--- config.mk ---
export PLATFORM = sky130hd
export DESIGN_NAME = fir_mac_engine
export DESIGN_NICKNAME = d
export VERILOG_FILES = /design/src/rtl/fir_pkg.sv /design/src/rtl/fir_delay_line.sv /design/src/rtl/fir_mac_engine.sv
export SDC_FILE = /design/constraint.sdc
export NUM_CORES = 1
export LEC_CHECK = 0
export ABC_AREA = 0
export BUFFER_PORTS_ARGS = -buffer_cell sky130_fd_sc_hd__buf_2
export CORE_MARGIN = 5
export CORE_UTILIZATION = 30
export DETAILED_ROUTE_END_ITERATION = 10
export PLACE_DENSITY = 0.41
export SETUP_SLACK_MARGIN = 0.02
export SYNTH_ARGS = -nofsm -noshare
export SYNTH_HDL_FRONTEND = slang
export SYNTH_HIERARCHICAL = 1
export SYNTH_SLANG_ARGS = --single-unit
--- constraint.sdc ---
create_clock -name clka -period 8.65 [get_ports clka]
set_clock_uncertainty 0.1 [all_clocks]
set_input_delay 0 -clock clka [delete_from_list [all_inputs] [get_ports clka]]
set_output_delay 0 -clock clka [all_outputs]
set_load 0.03 [all_outputs]
--- src/rtl/fir_pkg.sv ---
// Shared constants and types for the sequential FIR MAC engine.
// Imported by the delay line and the engine top.
package fir_pkg;

  localparam int NTAPS   = 16;
  localparam int AW      = 4;
  localparam int DW      = 8;
  localparam int CW      = 8;
  localparam int ACCW    = 20;
  localparam int ROM_LAT = 1;

  typedef enum logic [1:0] {
    IDLE,
    RUN,
    DRAIN,
    DONE
  } state_t;

  typedef logic signed [DW-1:0] sample_t;

  typedef struct packed {
    logic          vld;
    logic [AW-1:0] tap;
  } tap_t;

endpackage

--- src/rtl/fir_delay_line.sv ---
// NTAPS-deep sample shift register with a tap-indexed read port.
// Cleared asynchronously so no stale history survives a reset.
module fir_delay_line
  import fir_pkg::*;
(
  input  logic          clk,
  input  logic          rst_n,
  input  logic          shift_en,
  input  sample_t       din,
  input  logic [AW-1:0] rd_tap,
  output sample_t       rd_data
);

  sample_t taps [NTAPS];

  always_ff @(posedge clk or negedge rst_n) begin
    if (!rst_n) begin
      for (int k = 0; k < NTAPS; k++) begin
        taps[k] <= '0;
      end
    end else if (shift_en) begin
      taps[0] <= din;
      for (int k = 1; k < NTAPS; k++) begin
        taps[k] <= taps[k-1];
      end
    end
  end

  assign rd_data = taps[rd_tap];

endmodule

--- src/rtl/fir_mac_engine.sv ---
// Single-MAC FIR engine: walks the coefficient ROM once per sample
// and accumulates h[k]*x[n-k] into one output pulse.
module fir_mac_engine
  import fir_pkg::*;
(
  input  logic            clka,
  input  logic            rsta_n,
  input  logic            in_valid,
  input  logic [DW-1:0]   in_data,
  output logic            in_ready,
  output logic [AW-1:0]   addra,
  input  logic [CW-1:0]   douta,
  output logic            out_valid,
  output logic [ACCW-1:0] out_data
);

  localparam logic [AW-1:0] LAST  = AW'(NTAPS - 1);
  localparam logic [AW-1:0] DLAST = AW'(ROM_LAT - 1);
  localparam int            PW    = DW + CW;

  state_t                 state_q;
  state_t                 state_d;
  logic [AW-1:0]          idx_q;
  tap_t                   pipe_q [ROM_LAT];
  tap_t                   head;
  logic signed [ACCW-1:0] acc_q;
  logic signed [ACCW-1:0] out_q;
  logic signed [PW-1:0]   prod;
  sample_t                x_rd;
  logic                   accept;

  assign in_ready = rsta_n & (state_q == IDLE);
  assign accept   = in_valid & in_ready;
  assign head     = pipe_q[ROM_LAT-1];

  fir_delay_line u_dl (
    .clk      (clka),
    .rst_n    (rsta_n),
    .shift_en (accept),
    .din      (sample_t'(in_data)),
    .rd_tap   (head.tap),
    .rd_data  (x_rd)
  );

  always_comb begin
    state_d = state_q;
    unique case (state_q)
      IDLE:  if (accept) state_d = RUN;
      RUN:   if (idx_q == LAST) state_d = DRAIN;
      DRAIN: if (idx_q == DLAST) state_d = DONE;
      DONE:  state_d = IDLE;
    endcase
  end

  always_ff @(posedge clka or negedge rsta_n) begin
    if (!rsta_n) begin
      state_q <= IDLE;
    end else begin
      state_q <= state_d;
    end
  end

  // idx restarts on every state change, so it never wraps by overflow
  always_ff @(posedge clka or negedge rsta_n) begin
    if (!rsta_n) begin
      idx_q <= '0;
    end else if (state_q != state_d) begin
      idx_q <= '0;
    end else if (state_q == RUN || state_q == DRAIN) begin
      idx_q <= idx_q + 1'b1;
    end
  end

  always_ff @(posedge clka or negedge rsta_n) begin
    if (!rsta_n) begin
      for (int i = 0; i < ROM_LAT; i++) begin
        pipe_q[i] <= '0;
      end
    end else begin
      pipe_q[0] <= '{vld: (state_q == RUN), tap: idx_q};
      for (int i = 1; i < ROM_LAT; i++) begin
        pipe_q[i] <= pipe_q[i-1];
      end
    end
  end

  assign prod = $signed(douta) * x_rd;

  always_ff @(posedge clka or negedge rsta_n) begin
    if (!rsta_n) begin
      acc_q <= '0;
    end else if (accept) begin
      acc_q <= '0;
    end else if (head.vld) begin
      acc_q <= acc_q + {{(ACCW-PW){prod[PW-1]}}, prod};
    end
  end

  always_ff @(posedge clka or negedge rsta_n) begin
    if (!rsta_n) begin
      out_q <= '0;
    end else if (state_q == DONE) begin
      out_q <= acc_q;
    end
  end

  assign addra     = (state_q == RUN) ? idx_q : '0;
  assign out_valid = (state_q == DONE);
  assign out_data  = out_valid ? acc_q : out_q;

endmodule

==> results of run 1 <==
[critical path: cells and delay by family (launching register included)]
kind / cells / cell delay [ns]
buf+inv: 5 / 0.46
simple gates: 5 / 0.94
fa+ha+maj: 6 / 2.59
mux: 2 / 0.85
compound gates: 11 / 1.96
flops: 1 / 0.62
[routing by layer]
metal	vias up	wire, microns
met5	-	0
met4	0	269
met3	12	653
met2	61	11200
met1	3535	11400
li1	3342	-
[layout by cell type (no fill, tap or decap), types with 4 or more instances in the layout]
cell | synthesis | final
xnor2_1 | 20 | 20
o21ai_1 | 7 | 7
fa_1 | 56 | 56
dlygate4sd3_1 | 0 | 9
nor3_1 | 18 | 18
mux2i_1 | 11 | 11
a22oi_1 | 16 | 16
buf_2 | 16 | 43
inv_1 | 102 | 101
nand2_1 | 36 | 36
mux4_2 | 17 | 17
a21oi_1 | 27 | 27
o21bai_1 | 4 | 4
mux2_2 | 149 | 149
xor2_1 | 6 | 6
a21o_1 | 8 | 8
nor2b_1 | 11 | 11
nand3_1 | 9 | 9
buf_4 | 1 | 5
and2_1 | 51 | 51
a211oi_1 | 7 | 7
o21ai_0 | 11 | 11
clkbuf_16 | 0 | 17
clkbuf_8 | 0 | 4
nor2_1 | 36 | 36
ha_1 | 56 | 56
or3_1 | 4 | 4
dfrtp_1 | 179 | 178
mux4_1 | 14 | 14
[cell type report]
type                       instances  share of cell area (%)
sequential                       179                    35.1
timing repair buffer              59                    2.95
inverter                         103                    3.07
tap                              511                    5.01
clock buffer                      22                    3.72
clock inverter                    10                   0.962
multi-input combinational        619                    49.1
[cells in the mapped netlist, types with 3 or more instances]
cell type	number	share of area [%]
dfrtp_1	179	40
mux2_2	149	15
inv_1	102	3.4
fa_1	56	9.9
ha_1	56	6.2
and2_1	51	2.8
nand2_1	36	1.2
nor2_1	36	1.2
a21oi_1	27	1.2
xnor2_1	20	1.5
nor3_1	18	0.80
mux4_2	17	3.4
a22oi_1	16	1.1
buf_2	16	0.71
mux4_1	14	3.3
mux2i_1	11	0.97
nor2b_1	11	0.61
o21ai_0	11	0.49
nand3_1	9	0.40
a21o_1	8	0.53
a211oi_1	7	0.46
clkbuf_1	7	0.23
o21ai_1	7	0.31
xor2_1	6	0.46
o21bai_1	4	0.27
or3_1	4	0.22
and3_1	3	0.17
buf_6	3	0.30
clkdlybuf4s25_2	3	0.27
nand3b_1	3	0.20
nand4_1	3	0.17
nor3b_1	3	0.20
o21a_1	3	0.20
[through the flow]
stage               std cells  util, %  area, sq um  setup WS (ns)
floorplan                 932        -        11300           1.99
global placement         1462     32.2        12100           1.06
detailed placement       1462     32.2        12100          0.971
CTS                      1503     34.0        12800          0.933
global route             1503     34.0        12800          0.535
finish                   1503     34.0        12800           1.03
[registers in the layout, summed over array words and instances (netlist names)]
name / count
head: 5
acc_q: 20
idx_q: 4
u_dl/taps: 128
out_q: 20
state_q: 2
[cells by family after synthesis]
kind of cell | count (synthesis)
compound gates | 104
xor+xnor | 26
fa+ha+maj | 112
mux | 193
simple gates | 184
buf+inv | 134
flops | 179
[worst paths after layout]
| check | from | to | depth (start not counted) |
|---|---|---|---|
| max in group asynchronous | rsta_n | u_dl/taps[73] | 3 |
| max | head[0] | acc_q[19] | 29 |
| max reg2reg | head[0] | acc_q[19] | 29 |
| min | rsta_n | out_q[5] | 2 |
| min reg2reg | out_q[18] | out_q[18] | 1 |
| min in group clka | in_valid | acc_q[19] | 4 |
==> impl_metrics.py, run 1 <==
metrics = {
    "worst_setup_path": {
        "reg2reg_setup_slack_ns": 1.03,
        "cpPeakStageDelay_ns": 0.66,
        "cp.required_ns": 8.93,
        "cp_max_fo": 22,
        "crit_path_start_kind": "flop",
        "slowest_stage": "mux4_1",
        "worst_setup_path_end_kind": "flop",
        "crit_arrival_ns": 7.90,
        "worstSetupPathType": "reg2reg",
    },
    "route": {
        "wl_per_cell_microns": 15.7,
        "ant_nets": 0,
        "drt_wl_total_microns": 23600,
        "dr.pass1.iters": 5,
        "drt-initial-drc-count": 230,
        "drc_errors": 0,
        "avgViaCountPerCell": 4.62,
        "num_vias": 6950,
    },
    "grt": {
        "busiest_layer": "met2",
        "grt_pass1_wl_microns": 40100,
        "grt.total_usage_pct": 12.1,
        "grtUsageMet2_pct": 18.9,
        "first_global_vias": 7325,
        "use_met1_pct": 17.0,
        "grt_overflow": 0,
        "antenna_found_initial": 0,
        "use_met3_pct": 2.35,
        "grt_max_degree": 82,
    },
    "place": {
        "dp_hpwl_microns": 16800,
        "gp_congestion": 0.763,
        "port_buffers": 44,
    },
    "logic_synthesis": {
        "ys_warn_count": 6,
        "ys_ff_latch": 179,
        "ys_seq_area_share_pct": 39.6,
        "synthXorXnorAreaFrac_pct": 2.01,
        "synth_area_sq_um": 11300,
        "synthesis.nets": 1063,
        "synthCells": 932,
        "synth_compound_area_share_pct": 6.15,
        "synth_edf_count": 0,
        "muxShareOfSynthArea_pct": 22.8,
        "synthSimpleGateAreaFrac_pct": 8.37,
        "synthAdderAreaFrac_pct": 16.1,
        "synth_top_family_by_area": "multiplexers",
        "synthArstFlopShare_pct": 100,
        "ys_types": 57,
        "ys.flop_type": "dfrtp_1",
        "synth.avg_cell_area_sq_um": 12.1,
    },
    "clocking": {
        "ctsResizeCount": 0,
        "cts_buffers": 17,
        "cts.path.max_buffers": 2,
        "cts.clk_slew.worst_paths_ns": 0.07,
        "insertion_delay_ns": 0.46,
        "cts_post_setup_buffers_inserted": 0,
        "htreeDepth": 4,
        "cts_tree": "built",
        "cts_hold_buf": 9,
        "clock_sinks": 179,
        "root_buffer": "clkbuf_16",
    },
    "sta": {
        "period_share_pct": 88.1,
        "setup_violations": 0,
        "tns_ns": 0,
        "clock.fmax_mhz": 131,
        "tightestPinTransition_ns": 1.02,
        "finalHoldViolCount": 0,
        "relSlewSlack_pct": 32.3,
        "hold-worst-slack_ns": 0.0346,
        "slew_violations": 0,
        "min_period_ns": 7.62,
        "grt_setup_unrepaired": "false",
    },
    "cells_and_area": {
        "drive_gt1_share_pct": 26.3,
        "multi_input_comb_area_sq_um": 6270,
        "final-seq-area_sq_um": 4480,
        "finish.net_count": 1110,
        "antenna_cells": 0,
        "syn2layout_area_growth_pct": 12.7,
        "n_fill_cell": 3838,
    },
    "worst_hold_path": {
        "hp-class": "in2async",
    },
    "job": {
        "drv_cap": 0,
    },
    "run_status": {
        "status": "finished, final reports clean",
    },
    "die": {
        "num_rows": 71,
        "die_x_microns": 204,
        "coreArea_sq_um": 37500,
        "ios": 45,
        "initial_core_util_pct": 30.2,
        "die_y_microns": 204,
        "die_area_sq_um": 41700,
    },
}
Power of run 1 is left out: the tool's default activity adds up to more than one toggle a clock period on the data nets, which glitch-free logic cannot reach.
==> inputs of run 2 (changes only) <==
--- a/config.mk
+++ b/config.mk
@@ -5,7 +5,7 @@
 export SDC_FILE = /design/constraint.sdc
 export NUM_CORES = 1
 export LEC_CHECK = 0
-export ABC_AREA = 0
+export ABC_AREA = 1
 export BUFFER_PORTS_ARGS = -buffer_cell sky130_fd_sc_hd__buf_2
 export CORE_MARGIN = 5
 export CORE_UTILIZATION = 30
==> run 2 against run 1 <==
Effect of this change: first-iteration DRC count grew 130%; final cell count grew 42%; critical path depth grew 7; wire length grew 27%; die area grew 6.1%; synthesized cell count grew 70%; area after synthesis grew 6.5%; final area grew 4.2%; maximum frequency grew 1.2%; core utilization shrank 0.57 points.
==> impl_metrics.py, run 2 <==
metrics = {
    "logic_synthesis": {
        "synthTopCellsByArea": "dfrtp_1, nand2_1, inv_1, fa_1, o21ai_0",
        "yosysTopAreaCellShare_pct": 37.2,
        "synth.avg_cell_area_sq_um": 7.61,
        "ys_warn_count": 6,
        "ys_ff_latch": 179,
        "yosys-top-cells-count": "nand2_1, inv_1, dfrtp_1, o21ai_0, nand3_1",
        "synth_edf_count": 0,
        "synthCells": 1583,
        "yosysTopAreaCell": "dfrtp_1",
        "synthesis.nets": 1714,
        "ys_seq_area_share_pct": 37.2,
        "ys_types": 44,
        "ys.flop_type": "dfrtp_1",
        "yosysMostFrequentCell": "nand2_1",
        "synth_area_sq_um": 12000,
        "synthArstFlopShare_pct": 100,
    },
    "grt": {
        "use_met3_pct": 2.20,
        "grt_pass1_wl_microns": 51700,
        "use_met1_pct": 21.1,
        "grt_max_degree": 142,
        "first_global_vias": 9801,
        "grt_overflow": 0,
        "grtUsageMet2_pct": 22.3,
        "grt.total_usage_pct": 14.3,
        "antenna_found_initial": 0,
        "busiest_layer": "met2",
    },
    "clocking": {
        "cts_tree": "built",
        "cts_buffers": 17,
        "root_buffer": "clkbuf_16",
        "insertion_delay_ns": 0.45,
        "cts.path.max_buffers": 2,
        "htreeDepth": 4,
        "clock_sinks": 179,
        "ctsResizeCount": 0,
        "cts.clk_slew.worst_paths_ns": 0.07,
        "cts_post_setup_buffers_inserted": 0,
    },
    "worst_setup_path": {
        "r2r_end": "acc_q[17]",
        "cp_max_fo": 33,
        "reg2reg_setup_slack_ns": 1.12,
        "worst_setup_path_end_kind": "flop",
        "crit_path_start_kind": "flop",
        "reg2reg_depth": 36,
        "crit_arrival_ns": 7.74,
        "crit-reg2reg-launch": "head[0]",
        "worstSetupPathType": "reg2reg",
        "crit_start": "head[0]",
        "cp.required_ns": 8.85,
        "slowest_stage": "dfrtp_2",
        "cpPeakStageDelay_ns": 0.65,
        "crit_end": "acc_q[17]",
        "crit_top_cell": "nand2_1",
    },
    "cells_and_area": {
        "n_fill_cell": 4337,
        "top_register": "u_dl/taps",
        "antenna_cells": 0,
        "fin_util_pct": 33.4,
        "largestRegisters": "u_dl/taps x128, acc_q x20, out_q x20",
        "finish.net_count": 1724,
        "drive_gt1_share_pct": 7.47,
        "largest_reg_flops": 128,
        "mostFrequentLayoutCells": "nand2_1, inv_1, dfrtp_1, o21ai_0, nand3_1",
        "syn2layout_area_growth_pct": 10.3,
        "final_cells": 2131,
        "layout_commonest_cell": "nand2_1",
    },
    "sta": {
        "finalHoldViolCount": 0,
        "min_period_ns": 7.53,
        "period_share_pct": 87.1,
        "grt_setup_unrepaired": "false",
        "relSlewSlack_pct": 33.2,
        "final.setup.worst_slack_ns": 1.12,
        "tightestPinTransition_ns": 1.00,
        "tns_ns": 0,
        "slew_violations": 0,
        "setup_violations": 0,
        "clock.fmax_mhz": 133,
    },
    "place": {
        "dp_hpwl_microns": 21300,
        "port_buffers": 44,
        "dp_cells": 2089,
        "gp_congestion": 0.831,
        "place_worst_setup_slack_ns": 1.15,
    },
    "die": {
        "die_area_sq_um": 44300,
        "die_y_microns": 210,
        "ios": 45,
        "coreArea_sq_um": 39700,
        "num_rows": 73,
        "initial_core_util_pct": 30.3,
        "die_x_microns": 210,
    },
    "job": {
        "drv_cap": 0,
    },
    "worst_hold_path": {
        "hp-class": "in2async",
    },
    "route": {
        "drt-initial-drc-count": 539,
        "wl_per_cell_microns": 14.1,
        "ant_nets": 0,
        "dr.pass1.iters": 5,
        "drc_errors": 0,
        "drt_wl_total_microns": 30000,
        "num_vias": 9449,
        "avgViaCountPerCell": 4.43,
    },
    "run_status": {
        "status": "finished, final reports clean",
    },
}
[run 2: cell count changes after synthesis, sizes merged, moves of 14 or more]
| cell | change |
|---|---|
| and2 | -51 |
| a21oi | +25 |
| nor2 | +14 |
| nand3 | +132 |
| clkbuf | +26 |
| buf | +19 |
| a22oi | -16 |
| xnor2 | -14 |
| mux4 | -32 |
| mux2 | -144 |
| nor3 | -15 |
| inv | +222 |
| o21ai | +141 |
| nand2 | +398 |
[run 2: per-layer routing]
metal / share of wire, % / vias up
met4: 0.86 / 0
met1: 53 / 4447
li1: - / 4890
met3: 2.4 / 15
met5: 0 / -
met2: 43 / 97
[run 2: kinds of logic (layout without fill, tap and decap cells)]
group | after synthesis | in the layout | synth area share (%)
flip-flops | 179 | 179 | 37.2
AO/OA/AOI/OAI | 239 | 239 | 10.8
adder cells (fa/ha/maj) | 112 | 112 | 15.1
buffers and inverters | 398 | 421 | 13.5
AND/OR/NAND/NOR | 634 | 634 | 21.7
XOR/XNOR | 15 | 15 | 1.09
multiplexers | 6 | 6 | 0.561
[run 2: per-stage QoR]
step	area (sq um)	hold WS (ns)
2_1_floorplan	12000	-0.396
3_3_place_gp	12600	-0.0255
3_5_place_dp	12600	-0.0218
4_1_cts	13300	0.0523
5_1_grt	13300	0.0831
6_report	13300	0.0416
[run 2: how the worst min path moves through the flow]
stage,cells after the start,from,endpoint,slack [ns]
global placement,1,rsta_n,u_dl/taps[1],-0.03
CTS,2,rsta_n,u_dl/taps[13],0.05
detailed placement,1,rsta_n,u_dl/taps[1],-0.02
global route,2,rsta_n,u_dl/taps[13],0.08
floorplan,0,rsta_n,acc_q[0],-0.40
finish,2,rsta_n,u_dl/taps[1],0.04
[run 2: worst max-delay path: cells and delay by family, from the launching register on]
| family | cells | cell delay [ns] |
|---|---|---|
| compound gates | 6 | 0.77 |
| xor+xnor | 1 | 0.15 |
| fa+ha+maj | 6 | 2.75 |
| buf+inv | 9 | 1.24 |
| flops | 1 | 0.65 |
| simple gates | 14 | 1.67 |
[run 2: layout make-up]
class                           instances  area [sq um]  area share [%]
Clock buffer                           21           460            3.47
Timing Repair Buffer                   64           404            3.04
Sequential cell                       179          4480            33.7
Tap cell                              525           657            4.94
Inverter                              325          1220            9.22
Clock inverter                         11           124           0.932
Multi-Input combinational cell       1006          5940            44.7
[run 2: timing repair]
action / 4_1_cts / 5_1_grt
hold endpoints to repair: 78 / 0
endpoints found under the setup margin: 0 / 0
hold buffers: 10 / 0
Power of run 2 is left out for the same reason.
==> inputs of run 3 (changes only) <==
--- a/config.mk
+++ b/config.mk
@@ -8,9 +8,9 @@
 export ABC_AREA = 1
 export BUFFER_PORTS_ARGS = -buffer_cell sky130_fd_sc_hd__buf_2
 export CORE_MARGIN = 5
-export CORE_UTILIZATION = 30
+export CORE_UTILIZATION = 63
 export DETAILED_ROUTE_END_ITERATION = 10
-export PLACE_DENSITY = 0.41
+export PLACE_DENSITY = 0.77
 export SETUP_SLACK_MARGIN = 0.02
 export SYNTH_ARGS = -nofsm -noshare
 export SYNTH_HDL_FRONTEND = slang
==> run 3 against run 2 <==
Effect of this change: the flow now finishes with violations (negative hold slack); core utilization rose by 35 points; critical path depth decreased by 1; sequential share of layout area increased by 0.99 points; global-route usage grew 10 points; non-clock buffer count down 4; maximum frequency increased by 4.0%; register-to-register slack better by 0.29 ns; critical endpoint unchanged; highest routed layer unchanged.
==> impl_metrics.py, run 3 (synthesized netlist as in run 2, its figures left out) <==
metrics = {
    "run_status": {
        "status": "finished with violations",
        "failed_checks": "negative hold slack",
    },
    "worst_setup_path": {
        "crit-reg2reg-launch": "head[0]",
        "cpPeakStageDelay_ns": 0.82,
        "reg2reg_depth": 35,
        "cp_max_fo": 64,
        "crit_arrival_ns": 7.44,
        "reg2reg_setup_slack_ns": 1.41,
        "crit_top_cell": "nand2_1",
        "slowest_stage": "inv_2",
        "r2r_end": "acc_q[17]",
        "worstSetupPathType": "reg2reg",
        "worst_setup_path_end_kind": "flop",
        "cp.required_ns": 8.85,
        "crit_path_start_kind": "flop",
    },
    "cells_and_area": {
        "drive_gt1_share_pct": 7.37,
        "layout_commonest_cell": "nand2_1",
        "top_register": "u_dl/taps",
        "multi_input_comb_area_sq_um": 5940,
        "largest_reg_flops": 128,
        "final-seq-area_sq_um": 4480,
        "largestRegisters": "u_dl/taps x128, acc_q x20, out_q x20",
        "n_fill_cell": 1561,
        "syn2layout_area_growth_pct": 7.16,
        "antenna_cells": 0,
        "finish.net_count": 1720,
        "mostFrequentLayoutCells": "nand2_1, inv_1, dfrtp_1, o21ai_0, nand3_1",
    },
    "sta": {
        "hold-worst-slack_ns": -0.00191,
        "grt_setup_unrepaired": "false",
        "relSlewSlack_pct": 21.7,
        "finalHoldViolCount": 2,
        "min_period_ns": 7.24,
        "tightestPinTransition_ns": 1.18,
        "period_share_pct": 83.8,
        "clock.fmax_mhz": 138,
        "slew_violations": 0,
        "setup_violations": 0,
        "tns_ns": 0,
    },
    "clocking": {
        "cts.path.max_buffers": 2,
        "root_buffer": "clkbuf_16",
        "cts_buffers": 17,
        "insertion_delay_ns": 0.43,
        "cts.clk_slew.worst_paths_ns": 0.08,
        "cts_tree": "built",
        "clock_sinks": 179,
        "htreeDepth": 4,
        "cts_post_setup_buffers_inserted": 0,
    },
    "die": {
        "num_rows": 50,
        "die_area_sq_um": 22000,
        "ios": 45,
        "die_x_microns": 148,
        "die_y_microns": 148,
        "initial_core_util_pct": 64.2,
        "coreArea_sq_um": 18800,
    },
    "grt": {
        "grt_overflow": 0,
        "grt.total_usage_pct": 24.7,
        "grt_max_degree": 137,
        "first_global_vias": 9416,
        "grt_pass1_wl_microns": 44800,
        "antenna_found_initial": 0,
    },
    "route": {
        "num_vias": 9828,
        "avgViaCountPerCell": 5.35,
        "wl_per_cell_microns": 14.1,
        "ant_nets": 0,
        "drc_errors": 0,
        "dr.pass1.iters": 6,
        "drt-initial-drc-count": 1028,
        "drt_wl_total_microns": 25900,
    },
    "job": {
        "drv_cap": 0,
    },
    "place": {
        "dp_hpwl_microns": 18000,
        "port_buffers": 44,
        "gp_congestion": 0.918,
    },
    "worst_hold_path": {
        "hp-class": "in2async",
    },
}
## run 3: cell count changes in the layout (fill, tap and decap cells not counted), moves of 2 or more
cell / previous run / this run
clkinvlp_4: 2 / 0
buf_4: 10 / 6
clkinv_4: 3 / 0
clkbuf_8: 3 / 0
inv_8: 2 / 4
clkbuf_1: 2 / 0
clkinv_8: 1 / 4
inv_6: 2 / 6
## run 3: how the worst max path moves through the flow
stage | cells past startpoint | slack, ns | end | startpoint
after detailed placement | 35 | 1.49 | acc_q[17] | head[0]
after CTS | 35 | 1.40 | acc_q[17] | head[0]
after floorplan | 32 | 2.68 | acc_q[17] | head[1]
final | 35 | 1.41 | acc_q[17] | head[0]
after global placement | 35 | 1.58 | acc_q[17] | head[0]
after global routing | 35 | 0.76 | acc_q[17] | head[0]
## run 3: per-stage QoR
stage	hold slack, ns	utilization (%)	instances	area, sq um	setup slack (ns)
after global placement	-0.0887	65.0	1794	12200	1.58
final	-0.00191	68.8	1836	12900	1.41
after CTS	0.0331	68.8	1836	12900	1.40
after global routing	0.0549	68.8	1836	12900	0.758
after floorplan	-0.396	-	1583	12000	2.68
after detailed placement	-0.0807	65.0	1794	12200	1.49
## run 3: final cells by class
cell class | count | share of cell area [%]
sequential | 179 | 34.7
clock inverter | 15 | 1.36
multi-input combinational | 1006 | 46.0
tap | 234 | 2.27
clock buffer | 17 | 3.30
inverter | 325 | 9.49
timing repair buffer | 60 | 2.88
## run 3: metal layers
layer,up-vias,global-route usage (%),wire (microns)
li1,4888,-,-
met1,4617,38.0,12600
met2,301,37.7,11400
met3,22,3.47,1590
met4,0,5.45,267
met5,-,0,0
## run 3: critical path: cells and delay by family, from the launching register on
kind | cells | cell delay, ns
and+or+nand+nor | 14 | 1.69
adders and majority gates | 6 | 2.73
buffers and inverters | 8 | 1.23
DFF | 1 | 0.41
AOI/OAI and AO/OA | 6 | 0.77
xor gates and xnor gates | 1 | 0.16
## run 3: what timing repair did
item | in CTS | in global routing
resized for setup | 0 | 0
hold buffers | 10 | 0
endpoints found under the hold margin | 67 | 0
setup endpoints to repair | 0 | 0
Power of run 3 is left out for the same reason.
